===== config.mk =====
export PLATFORM = sky130hd
export DESIGN_NAME = bcd_scan_dec
export DESIGN_NICKNAME = d
export VERILOG_FILES = /design/src/rtl/bcd_scan_dec.sv
export SDC_FILE = /design/constraint.sdc
export NUM_CORES = 1
export LEC_CHECK = 0
export ABC_AREA = 1
export CAP_MARGIN = 20
export CELL_PAD_IN_SITES_DETAIL_PLACEMENT = 0
export CELL_PAD_IN_SITES_GLOBAL_PLACEMENT = 1
export CORE_MARGIN = 1.5
export CORE_UTILIZATION = 37
export CTS_CLUSTER_DIAMETER = 150
export DETAILED_ROUTE_END_ITERATION = 10
export GPL_TIMING_DRIVEN = 0
export PLACE_DENSITY_LB_ADDON = 0.2
export SLEW_MARGIN = 10
export SYNTH_ARGS = -nofsm -noshare
export SYNTH_HDL_FRONTEND = slang
export SYNTH_SLANG_ARGS = --single-unit

===== constraint.sdc =====
create_clock -name clk -period 1.72 [get_ports clk]
set_input_delay 0.172 -clock clk [delete_from_list [all_inputs] [get_ports clk]]
set_output_delay 0.172 -clock clk [all_outputs]
set_load 0.03 [all_outputs]

===== src/rtl/bcd_scan_dec.sv =====
`default_nettype none
// ============================================================================
// Module      : bcd_scan_dec
// Description : Multi-digit BCD to 7-segment decoder with time-multiplexed
//               digit scanning for a common-segment LED display. Incoming
//               BCD values are double-buffered so that a frame never tears.
// Ports       : clk      - system clock, rising edge
//               rst      - asynchronous reset, active-high
//               load     - sample bcd_in this cycle
//               bcd_in   - packed BCD, digit i = bcd_in[4i+3:4i], digit 0 LS
//               blank_lz - suppress leading zeros (digit 0 never suppressed)
//               seg_out  - segments {g,f,e,d,c,b,a}, active-high, registered
//               dig_sel  - one-hot digit enable, active-high, registered
//               err      - some displayed digit is above 9, registered
//               frame    - 1-cycle pulse when a new frame's data takes effect
// Revision    : 1.0 - initial release
// ============================================================================
module bcd_scan_dec #(
  parameter int DIGITS    = 4,
  parameter int PRESCALE  = 1000,
  parameter int BLANK_CYC = 2
) (
  input  logic                  clk,
  input  logic                  rst,
  input  logic                  load,
  input  logic [4*DIGITS-1:0]   bcd_in,
  input  logic                  blank_lz,
  output logic [6:0]            seg_out,
  output logic [DIGITS-1:0]     dig_sel,
  output logic                  err,
  output logic                  frame
);

  localparam int c_CW = (PRESCALE > 1) ? $clog2(PRESCALE) : 1;
  localparam int c_IW = (DIGITS > 1) ? $clog2(DIGITS) : 1;
  localparam logic [c_CW-1:0] c_CNT_LAST = c_CW'(PRESCALE - 1);
  localparam logic [c_IW-1:0] c_IDX_LAST = c_IW'(DIGITS - 1);
  localparam logic [c_CW-1:0] c_BLANK    = c_CW'(BLANK_CYC);

  logic [c_CW-1:0]       r_cnt;
  logic [c_IW-1:0]       r_idx;
  logic [4*DIGITS-1:0]   r_pend;
  logic [4*DIGITS-1:0]   r_disp;

  logic                  w_slot_end;
  logic                  w_wrap;
  logic                  w_blank;
  logic [3:0]            w_cur;
  logic                  w_tail_zero;
  logic                  w_sup;
  logic                  w_err;
  logic [DIGITS-1:0]     w_onehot;

  // Segment pattern {g,f,e,d,c,b,a}; any non-decimal code shows a dash.
  function automatic logic [6:0] dec(input logic [3:0] d);
    logic [6:0] s;
    case (d)
      4'd0:    s = 7'h3F;
      4'd1:    s = 7'h06;
      4'd2:    s = 7'h5B;
      4'd3:    s = 7'h4F;
      4'd4:    s = 7'h66;
      4'd5:    s = 7'h6D;
      4'd6:    s = 7'h7D;
      4'd7:    s = 7'h07;
      4'd8:    s = 7'h7F;
      4'd9:    s = 7'h6F;
      default: s = 7'h40;
    endcase
    return s;
  endfunction

  assign w_slot_end = (r_cnt == c_CNT_LAST);
  assign w_wrap     = w_slot_end && (r_idx == c_IDX_LAST);
  // Anti-ghost window: all digits off while the segment drivers settle.
  assign w_blank    = (r_cnt < c_BLANK);
  assign w_onehot   = DIGITS'(1) << r_idx;

  // Digit currently being scanned.
  always_comb begin
    w_cur = 4'd0;
    for (int i = 0; i < DIGITS; i++) begin
      if (r_idx == c_IW'(i)) begin
        w_cur = r_disp[4*i +: 4];
      end
    end
  end

  // Walk from the most significant digit downwards; a digit is a leading
  // zero when it and every digit above it are zero. Digit 0 is excluded.
  always_comb begin
    w_tail_zero = 1'b1;
    w_sup       = 1'b0;
    for (int i = DIGITS - 1; i >= 1; i--) begin
      w_tail_zero = w_tail_zero & (r_disp[4*i +: 4] == 4'd0);
      if (r_idx == c_IW'(i)) begin
        w_sup = w_tail_zero;
      end
    end
    w_sup = w_sup & blank_lz;
  end

  // Any displayed digit in 10..15.
  always_comb begin
    w_err = 1'b0;
    for (int i = 0; i < DIGITS; i++) begin
      w_err = w_err | (r_disp[4*i + 3] & (r_disp[4*i + 2] | r_disp[4*i + 1]));
    end
  end

  always_ff @(posedge clk or posedge rst) begin
    if (rst) begin
      r_cnt   <= '0;
      r_idx   <= '0;
      r_pend  <= '0;
      r_disp  <= '0;
      seg_out <= '0;
      dig_sel <= '0;
      err     <= 1'b0;
      frame   <= 1'b0;
    end else begin
      // Scan counters
      if (w_slot_end) begin
        r_cnt <= '0;
        r_idx <= (r_idx == c_IDX_LAST) ? '0 : r_idx + 1'b1;
      end else begin
        r_cnt <= r_cnt + 1'b1;
      end

      // Double buffer: the displayed value only changes at a frame boundary.
      // A load coinciding with the boundary goes straight to the display.
      if (load) begin
        r_pend <= bcd_in;
      end
      if (w_wrap) begin
        r_disp <= load ? bcd_in : r_pend;
      end

      // Registered outputs
      dig_sel <= w_blank ? '0 : w_onehot;
      seg_out <= (w_blank || w_sup) ? 7'h00 : dec(w_cur);
      err     <= w_err;
      frame   <= w_wrap;
    end
  end

endmodule
`default_nettype wire


==> results_dict.tcl, run 1 <==
set metrics [dict create \
    syn_nets 362 \
    hold_path.class "in2reg" \
    slew_headroom_pct 68.1 \
    rows 31 \
    violations "setup timing" \
    insertion_delay_ps 340 \
    antenna_found_initial 0 \
    first_global_vias 2157 \
    reg2reg_slack_ps -50 \
    vias 2251 \
    grt_remaining_overflow 0 \
    worstPathCellList "buf_6 -> ha_4 -> inv_4 -> nor2_1 -> nor2_1 -> nand2_1 -> nand2_2 -> inv_4 -> ha_2 -> inv_1 -> nand3_1 -> a21oi_1 -> nor2_1" \
    via_per_inst 4.56 \
    grt_pass1_wl_um 9960 \
    synthCells 332 \
    setup_viol 3 \
    hpwl_um 4020 \
    drtAntennaViolNets 0 \
    dp_slack_ps -260 \
    clock_skew_ps 4.68 \
    critical_path.max_fanout 5 \
    port_buffers 31 \
    boundaryPins 33 \
    finalSetupTns_ps -65.6 \
    timing.critical_path.arrival_ps 2000 \
    syn_area_per_cell_um2 8.19 \
    drc 0 \
    nNetsFinal 420 \
    fp.coreArea_mm2 0.00718 \
    slew_viol_final 0 \
    die_width_um 88.7 \
    syn-cell-area_mm2 0.00272 \
    cts.path.max_buffers 2 \
    critPathMostFrequentCell "nor2_1" \
    die_area_mm2 0.00787 \
    r2r-end "seg_out[5]$_DFF_PP0_" \
    maxCapViolations 0 \
    slowest_delay_ps 420 \
    drt-pass1-iter-count 4 \
    cts-buffers-inserted 9 \
    final_cell_area_mm2 0.00365 \
    cts_root_buf "clkbuf_8" \
    slowest_stage "dfrtp_1" \
    leakage_nw 1.78 \
    hold-path-cell-count 3 \
    routed_wl_um 5850 \
    track_usage_pct 17.0 \
    synth_cell_types 28 \
    path_class "reg2reg" \
    n_antenna_cell 0 \
    drive_gt1_share_pct 21.8 \
    tightest_slew_ps 479 \
    yosys_warnings 0 \
    rsz0062_at_grt "true" \
    clkSlewWorstSetupHoldPaths_ps 60 \
    fp.dieH_um 88.7 \
    cts_tree "done" \
    clock_sinks 57 \
    irDropWorstVdd_mv 0.450 \
    r2r_cells 13 \
    power.density_mw_per_mm2 776 \
    place_area_mm2 0.00318 \
    status "complete, but fails checks" \
    worstPathRequired_ps 1950 \
    end_kind "flip-flop" \
    min_from "load" \
    grt_start_max_net_pins 38 \
    post-route-min-period_ps 1770 \
    synth.yosys.seq_area_share_pct 52.5 \
    hold_end "r_pend[5]$_DFF_PP0_" \
    fin_ws_ps -54.8 \
    crit_path_start_kind "flip-flop" \
    max_freq_mhz 563 \
    area_growth_pct 34.1 \
    r2r_start "r_idx[1]$_DFFE_PP0N_" \
    gp_congestion 0.866 \
    finalCritPeriodShare_pct 103 \
    initial_core_util_pct 37.9 \
    drt_iter0_drc 94 \
    hold_violations 0 \
    htreeDepth 3 \
    ys_ff_latch 57 \
    wl_per_cell_um 11.8 \
]
-- worst max-delay path: cells and delay by family (launching register included) --
family                     cells  cell delay (ps)
AOI/OAI and AO/OA              1              130
adders and majority gates      2              340
and+or+nand+nor                6              460
buffers and inverters          4              320
DFF                            1              420
-- worst max-delay path by stage --
stage                         start                    to  slack (ps)  cells past startpoint
4_1_cts        r_idx[1]$_DFFE_PP0N_  seg_out[6]$_DFF_PP0_         -30                     12
3_3_place_gp                    rst    r_cnt[0]$_DFF_PP0_        -930                      2
6_report       r_idx[1]$_DFFE_PP0N_  seg_out[5]$_DFF_PP0_         -50                     13
2_1_floorplan  r_idx[1]$_DFFE_PP0N_  seg_out[3]$_DFF_PP0_         0.2                     12
3_5_place_dp   r_idx[1]$_DFFE_PP0N_  seg_out[3]$_DFF_PP0_        -260                     12
5_1_grt        r_idx[0]$_DFFE_PP0N_  seg_out[4]$_DFF_PP0_        -140                     13
-- synthesized netlist by cell type --
master / number / area, um^2
ha_1: 10 / 125
or2_1: 1 / 6.26
inv_2: 3 / 11.3
buf_2: 3 / 15.0
inv_4: 1 / 6.26
nand3_1: 11 / 55.1
nor3b_1: 1 / 7.51
inv_1: 24 / 90.1
nor3_2: 1 / 10.0
clkinv_2: 1 / 5.00
o21ai_0: 11 / 55.1
nand2_1: 129 / 484
a21oi_1: 13 / 65.1
o21bai_1: 1 / 7.51
nand4_1: 2 / 12.5
nand2_2: 11 / 68.8
nor4_1: 1 / 6.26
nor3_1: 6 / 30.0
dfrtp_1: 57 / 1430
nand3b_1: 2 / 15.0
buf_4: 1 / 7.51
a21oi_2: 1 / 8.76
buf_12: 1 / 20.0
nor2_1: 36 / 135
clkinv_4: 1 / 8.76
nand4_4: 1 / 21.3
clkbuf_1: 1 / 3.75
nand2_4: 1 / 11.3
-- power by group --
part	total [W]	switching [W]	internal, W
Clock	0.00132	0.000529	0.000787
Sequential	0.00138	0.00000826	0.00137
Combinational	0.000133	0.0000749	0.0000580
-- placed cells by master (no fill, tap or decap), drive strengths merged --
| master | Yosys | final |
|---|---|---|
| a21oi | 14 | 14 |
| buf | 5 | 21 |
| bufinv | 0 | 1 |
| clkbuf | 1 | 15 |
| clkdlybuf4s50 | 0 | 31 |
| clkinv | 2 | 3 |
| dfrtp | 57 | 57 |
| ha | 10 | 10 |
| inv | 28 | 28 |
| nand2 | 141 | 141 |
| nand3 | 11 | 11 |
| nand3b | 2 | 2 |
| nand4 | 3 | 3 |
| nor2 | 36 | 36 |
| nor3 | 7 | 7 |
| nor3b | 1 | 1 |
| nor4 | 1 | 1 |
| o21ai | 11 | 11 |
| o21bai | 1 | 1 |
| or2 | 1 | 1 |
-- metrics by stage --
step,power [W],util (%),hold WS (ps),std cells
after floorplan,0.00147,-,308,332
after global placement,0.00154,44.0,455,462
after detailed placement,0.00154,44.3,458,463
after CTS,0.00286,49.7,153,489
after global routing,0.00294,50.8,171,494
final,0.00283,50.8,163,494
-- cell type report --
cell class	count	area, um^2
Buffer	6	50.0
Clock buffer	14	173
Clock inverter	2	35.0
Fill cell	705	3530
Inverter	30	131
Multi-Input combinational cell	239	1260
Sequential cell	57	1430
Tap cell	99	124
Timing Repair Buffer	47	450
-- registers in the layout (all words and copies together) (netlist names) --
name,count
dig_sel,4
r_cnt,10
r_disp,16
r_pend,16
seg_out,7
r_idx,2
frame,1
err,1
-- cell families (layout without fill, tap and decap cells) --
| logic type | after synthesis | in the layout | synth area share, % |
|---|---|---|---|
| AO/OA/AOI/OAI | 26 | 26 | 5.02 |
| adder cells (fa/ha/maj) | 10 | 10 | 4.60 |
| buffers and inverters | 36 | 99 | 6.17 |
| flip-flops | 57 | 57 | 52.5 |
| AND/OR/NAND/NOR | 203 | 203 | 31.8 |
-- metal layers --
metal  track usage, %  vias up  part of all wire [%]
li1                 -     1151                     -
met2             27.1       34                    47
met4             8.52        0                   2.4
met3             4.76       14                   3.1
met1             21.0     1052                    47
met5                0        -                     0
-- timing repair --
action	CTS	global route
setup endpoints to repair	7	16
gates resized for setup	28	14
setup buffers	10	5
hold buffers	0	0
pin swaps	18	11
No activity file was read; power rests on OpenSTA's default activity.
==> run 2: changes to the inputs <==
--- a/config.mk
+++ b/config.mk
@@ -15,6 +15,8 @@
 export DETAILED_ROUTE_END_ITERATION = 10
 export GPL_TIMING_DRIVEN = 0
 export PLACE_DENSITY_LB_ADDON = 0.2
+export RECOVER_POWER = 50
+export SKIP_LAST_GASP = 1
 export SLEW_MARGIN = 10
 export SYNTH_ARGS = -nofsm -noshare
 export SYNTH_HDL_FRONTEND = slang
==> run 2 against run 1 <==
Against the previous run: the flow still finishes with violations (setup timing); die area unchanged; global-route usage unchanged; critical path depth unchanged; clock power about the same; count of clock-buffer cells in the layout unchanged; via count up 0.40%; sequential power about the same; sequential share of layout area up 0.16 points; final cell count unchanged; flip-flop and latch count unchanged.
==> results_dict.tcl, run 2 (synthesis gave the netlist of run 1 again) <==
set metrics [dict create \
    htreeDepth 3 \
    grt_pass1_wl_um 9960 \
    insertion_delay_ps 340 \
    end_kind "flip-flop" \
    max_freq_mhz 564 \
    crit_end "seg_out[5]$_DFF_PP0_" \
    nNetsFinal 420 \
    power.density_mw_per_mm2 777 \
    critical_path.max_fanout 5 \
    drive_gt1_share_pct 21.0 \
    rows 31 \
    first_global_vias 2157 \
    final_common_cell "nand2_1" \
    switching_share_pct 21.6 \
    reg2reg_slack_ps -50 \
    clock_skew_ps 4.77 \
    area_growth_pct 33.6 \
    crit_start "r_idx[1]$_DFFE_PP0N_" \
    port_buffers 31 \
    comb_power_share_pct 4.5 \
    timing.critical_path.arrival_ps 2000 \
    dp.cells 463 \
    rsz0062_at_grt "true" \
    reg.largest.list "r_disp x16, r_pend x16, r_cnt x10" \
    regArea_mm2 0.00143 \
    p_seq_share_pct 48.9 \
    worstPathRequired_ps 1950 \
    min_from "load" \
    maxCapViolations 0 \
    fill_cells 706 \
    post-route-min-period_ps 1770 \
    track_usage_pct 17.0 \
    path_class "reg2reg" \
    grt_start_max_net_pins 38 \
    setup_viol 4 \
    leakage_nw 1.77 \
    drt_iter0_drc 125 \
    fin_ws_ps -54.4 \
    hpwl_um 4020 \
    initial_core_util_pct 37.9 \
    drc 0 \
    hold_path.class "in2reg" \
    fp.dieH_um 88.7 \
    cts_tree "done" \
    routed_wl_um 5820 \
    r2r_start "r_idx[1]$_DFFE_PP0N_" \
    p_int_w 0.00221 \
    via_per_inst 4.57 \
    boundaryPins 33 \
    vias 2260 \
    ctsHoldBuffers 0 \
    n_antenna_cell 0 \
    die_width_um 88.7 \
    tightest_slew_ps 811 \
    fin_cells 494 \
    status "complete, but fails checks" \
    multiInputGateArea_mm2 0.00126 \
    gp_congestion 0.866 \
    clock_sinks 57 \
    violations "setup timing" \
    drtAntennaViolNets 0 \
    drt-pass1-iter-count 4 \
    power_w 0.00282 \
    wl_per_cell_um 11.8 \
    grt_remaining_overflow 0 \
    finalCritPeriodShare_pct 103 \
    p_sw_w 0.000609 \
    cts-buffers-inserted 9 \
    cts_root_buf "clkbuf_8" \
    power_frac_clock_pct 46.5 \
    cts.path.max_buffers 2 \
    crit_path_start_kind "flip-flop" \
    r2r-end "seg_out[5]$_DFF_PP0_" \
    r2r_cells 13 \
    fp.coreArea_mm2 0.00718 \
    antenna_found_initial 0 \
    irDropWorstVdd_mv 0.450 \
    die_area_mm2 0.00787 \
    slew_headroom_pct 45.9 \
    final_util_pct 50.6 \
    clkSlewWorstSetupHoldPaths_ps 60 \
    layout_common_cells "120 x nand2_1, 56 x dfrtp_1, 32 x nor2_1" \
    hold_violations 0 \
    slew_viol_final 0 \
]
run 2: cell types whose count changed in the layout (fill, tap and decap cells not counted):
| cell | delta |
|---|---|
| buf_2 | -2 |
| clkbuf_1 | +2 |
| inv_2 | -1 |
| clkbuf_4 | +1 |
| dlygate4sd3_1 | +1 |
| inv_1 | +1 |
| buf_12 | -1 |
| clkdlybuf4s50_1 | -1 |
run 2: through the flow:
step	setup slack [ps]	area, um^2	setup TNS (ps)	hold slack (ps)
after global routing	-136	3630	-2040	240
final	-54.4	3630	-72.0	217
after detailed placement	-260	3180	-1270	458
after floorplan	0.222	2720	0	308
after global placement	-935	3160	-54430	455
after CTS	-34.7	3560	-135	153
run 2: worst min-delay path by stage:
| stage | cells after the start | end | slack, ps |
|---|---|---|---|
| after detailed placement | 2 | r_pend[5]$_DFF_PP0_ | 460 |
| after global routing | 3 | r_pend[5]$_DFF_PP0_ | 240 |
| after floorplan | 2 | r_pend[10]$_DFF_PP0_ | 310 |
| final | 3 | r_pend[5]$_DFF_PP0_ | 220 |
| after global placement | 2 | r_pend[6]$_DFF_PP0_ | 460 |
| after CTS | 3 | r_pend[5]$_DFF_PP0_ | 150 |
run 2: repair_timing:
item	CTS	global route
endpoints found under the setup margin	7	16
gates resized for setup	28	14
gates cloned	0	0
buffers inserted	10	5
pin swaps	18	10
run 2: cell type report:
cell class,instances,share of cell area [%]
Clock inverter,2,0.965
Sequential cell,57,39.3
Inverter,30,3.62
Buffer,6,1.31
Clock buffer,14,4.75
Tap cell,99,3.41
Multi-Input combinational cell,239,34.6
Timing Repair Buffer,47,12.1
run 2: routing by layer:
layer  up-vias  routed length [um]  share of wire, %  GRT usage (%)
met1      1058                2730                47           21.0
li1       1150                   -                 -              -
met5         -                   0                 0              0
met4         0                 137               2.4           8.52
met3        13                 184               3.2           4.76
met2        39                2770                48           27.1
run 2: critical path: stages (launching register included):
cell	delay (ps)
dfrtp_1	420
buf_6	140
ha_4	170
inv_4	70
nor2_1	40
nor2_1	110
nand2_1	80
nand2_2	110
inv_4	70
ha_2	170
inv_1	40
nand3_1	70
a21oi_1	130
nor2_1	50
run 2: power groups by stage:
stage,logic (W),clock network [W],registers (W)
after floorplan,0.0000686,0,0.00140
after global placement,0.000129,0,0.00141
after detailed placement,0.000137,0,0.00141
after CTS,0.000138,0.00134,0.00138
after global routing,0.000147,0.00141,0.00138
final,0.000127,0.00131,0.00138
==> run 3: changes to the inputs <==
--- a/config.mk
+++ b/config.mk
@@ -9,6 +9,7 @@
 export CAP_MARGIN = 20
 export CELL_PAD_IN_SITES_DETAIL_PLACEMENT = 0
 export CELL_PAD_IN_SITES_GLOBAL_PLACEMENT = 1
+export CORE_ASPECT_RATIO = 0.6
 export CORE_MARGIN = 1.5
 export CORE_UTILIZATION = 37
 export CTS_CLUSTER_DIAMETER = 150
==> run 3 against run 2 <==
Against the previous run: the run still ends with setup timing left; die area increased by 0.22%; wire length increased by 10%; setup slack improved by 25 ps; via count increased by 2.5%; first-iteration DRC count increased by 39%; hold slack improved by 13 ps; sequential power about the same; count of clock-buffer cells in the layout decreased by 3; clock power increased by 21%; non-clock buffer count increased by 1; power increased by 10%; critical endpoint unchanged.
==> results_dict.tcl, run 3 (synthesis gave the netlist of run 1 again) <==
set metrics [dict create \
    status "complete, but fails checks" \
    violations "setup timing" \
    grt_pass1_wl_um 10800 \
    clock_sinks 57 \
    n_antenna_cell 0 \
    rsz0062_at_grt "true" \
    timing.critical_path.arrival_ps 1970 \
    max_freq_mhz 572 \
    insertion_delay_ps 340 \
    initial_core_util_pct 39.5 \
    final_cell_area_mm2 0.00381 \
    hpwl_um 4350 \
    reg2reg_slack_ps -30 \
    track_usage_pct 17.9 \
    crit_path_start_kind "flip-flop" \
    die_width_um 114 \
    worstPathCellList "buf_6 -> ha_4 -> inv_6 -> nor2_2 -> nor2_1 -> nand2_2 -> nand2_4 -> inv_6 -> ha_4 -> inv_2 -> nand3_2 -> a21oi_2 -> nor2_1" \
    setup_viol 6 \
    place_area_mm2 0.00316 \
    slew_viol_final 0 \
    drive_gt1_share_pct 26.3 \
    dp.cells 451 \
    irDropWorstVdd_mv 0.594 \
    clkSlewWorstSetupHoldPaths_ps 50 \
    port_buffers 31 \
    fp.dieH_um 69.4 \
    tightest_slew_ps 766 \
    clock_skew_ps 7.07 \
    die_area_mm2 0.00789 \
    fin_cells 482 \
    vias 2316 \
    final_common_cell "nand2_1" \
    grt_remaining_overflow 0 \
    wl_per_cell_um 13.3 \
    area_growth_pct 40.2 \
    routed_wl_um 6410 \
    cts.path.max_buffers 2 \
    drc 0 \
    reg.largest.list "r_disp x16, r_pend x16, r_cnt x10" \
    slowest_stage "dfrtp_1" \
    drt-pass1-iter-count 4 \
    drtAntennaViolNets 0 \
    post-route-min-period_ps 1750 \
    path_class "reg2reg" \
    htreeDepth 3 \
    maxCapViolations 0 \
    slew_headroom_pct 48.9 \
    cts_tree "done" \
    critical_path.max_fanout 6 \
    slowest_delay_ps 420 \
    finalCritPeriodShare_pct 102 \
    hold_path.class "in2reg" \
    first_global_vias 2124 \
    cts_root_buf "clkbuf_16" \
    leakage_nw 1.85 \
    gp_congestion 0.848 \
    nNetsFinal 421 \
    via_per_inst 4.80 \
    hold_violations 0 \
    grt_start_max_net_pins 38 \
    fin_ws_ps -29.0 \
    cts-buffers-inserted 9 \
    worstPathRequired_ps 1950 \
    antenna_found_initial 0 \
    drt_iter0_drc 174 \
    layout_common_cells "114 x nand2_1, 56 x dfrtp_1, 30 x clkdlybuf4s50_1" \
    end_kind "flip-flop" \
    boundaryPins 33 \
    rows 23 \
    fill_cells 637 \
    power.density_mw_per_mm2 815 \
    fp.coreArea_mm2 0.00688 \
]
## run 3: cell count changes in the layout (fill, tap and decap cells not counted), sizes merged
| cell | before | now |
|---|---|---|
| bufinv | 1 | 0 |
| clkinv | 3 | 5 |
| inv | 28 | 29 |
| clkbuf | 18 | 16 |
## run 3: repair_timing
| item | CTS | global route |
|---|---|---|
| hold buffers | 0 | 0 |
| setup endpoints to repair | 7 | 17 |
| pin swaps | 16 | 21 |
| resized for setup | 44 | 36 |
| buffers inserted | 14 | 2 |
## run 3: final timing paths
check / start / end / cells past startpoint
hold / removal: load / r_pend[5]$_DFF_PP0_ / 3
max in group asynchronous: rst / r_idx[0]$_DFFE_PP0N_ / 3
min in group asynchronous: rst / r_disp[12]$_DFFE_PP0P_ / 2
setup reg to reg: r_idx[1]$_DFFE_PP0N_ / seg_out[5]$_DFF_PP0_ / 13
hold reg to reg: r_pend[12]$_DFF_PP0_ / r_pend[12]$_DFF_PP0_ / 2
setup / recovery: r_idx[1]$_DFFE_PP0N_ / seg_out[5]$_DFF_PP0_ / 13
## run 3: metal layers
| layer | track usage [%] | wire length (um) | vias to the layer above |
|---|---|---|---|
| met1 | 27.3 | 3360 | 1101 |
| met3 | 6.73 | 447 | 6 |
| met4 | 6.25 | 63 | 0 |
| li1 | - | - | 1153 |
| met5 | 0 | 0 | - |
| met2 | 22.4 | 2540 | 56 |
## run 3: report_power, final
group	switching (W)	leakage (nW)	internal (W)	total (W)
logic	0.0000752	1.07	0.0000534	0.000129
clock network	0.000600	0.135	0.000992	0.00159
registers	0.00000849	0.652	0.00138	0.00139
total	0.000684	1.85	0.00242	0.00310
## run 3: metrics by stage
| step | total power (W) | hold WS, ps | TNS [ps] | util [%] | setup WS [ps] |
|---|---|---|---|---|---|
| floorplan | 0.00147 | 308 | 0 | - | 0.222 |
| global placement | 0.00153 | 457 | -55590 | 45.7 | -949 |
| detailed placement | 0.00154 | 459 | -1580 | 46.0 | -294 |
| CTS | 0.00315 | 169 | -52.8 | 53.7 | -22.6 |
| finish | 0.00310 | 230 | -90.1 | 55.4 | -29.0 |
| global route | 0.00323 | 269 | -3050 | 55.4 | -148 |
## run 3: critical path, delay by kind of cell, from the launching register on
family	cells	cell delay, ps
fa+ha+maj	2	330
simple gates	6	430
compound gates	1	130
buf+inv	4	320
flops	1	420
## run 3: area by class of cell
type / instances / area, um^2 / share of cell area [%]
inverter: 30 / 144 / 3.78
clock buffer: 11 / 243 / 6.37
multi-input combinational: 239 / 1360 / 35.7
tap: 87 / 109 / 2.86
clock inverter: 4 / 20.0 / 0.525
sequential: 57 / 1430 / 37.5
timing repair buffer: 48 / 457 / 12.0
buffer: 6 / 50.0 / 1.31
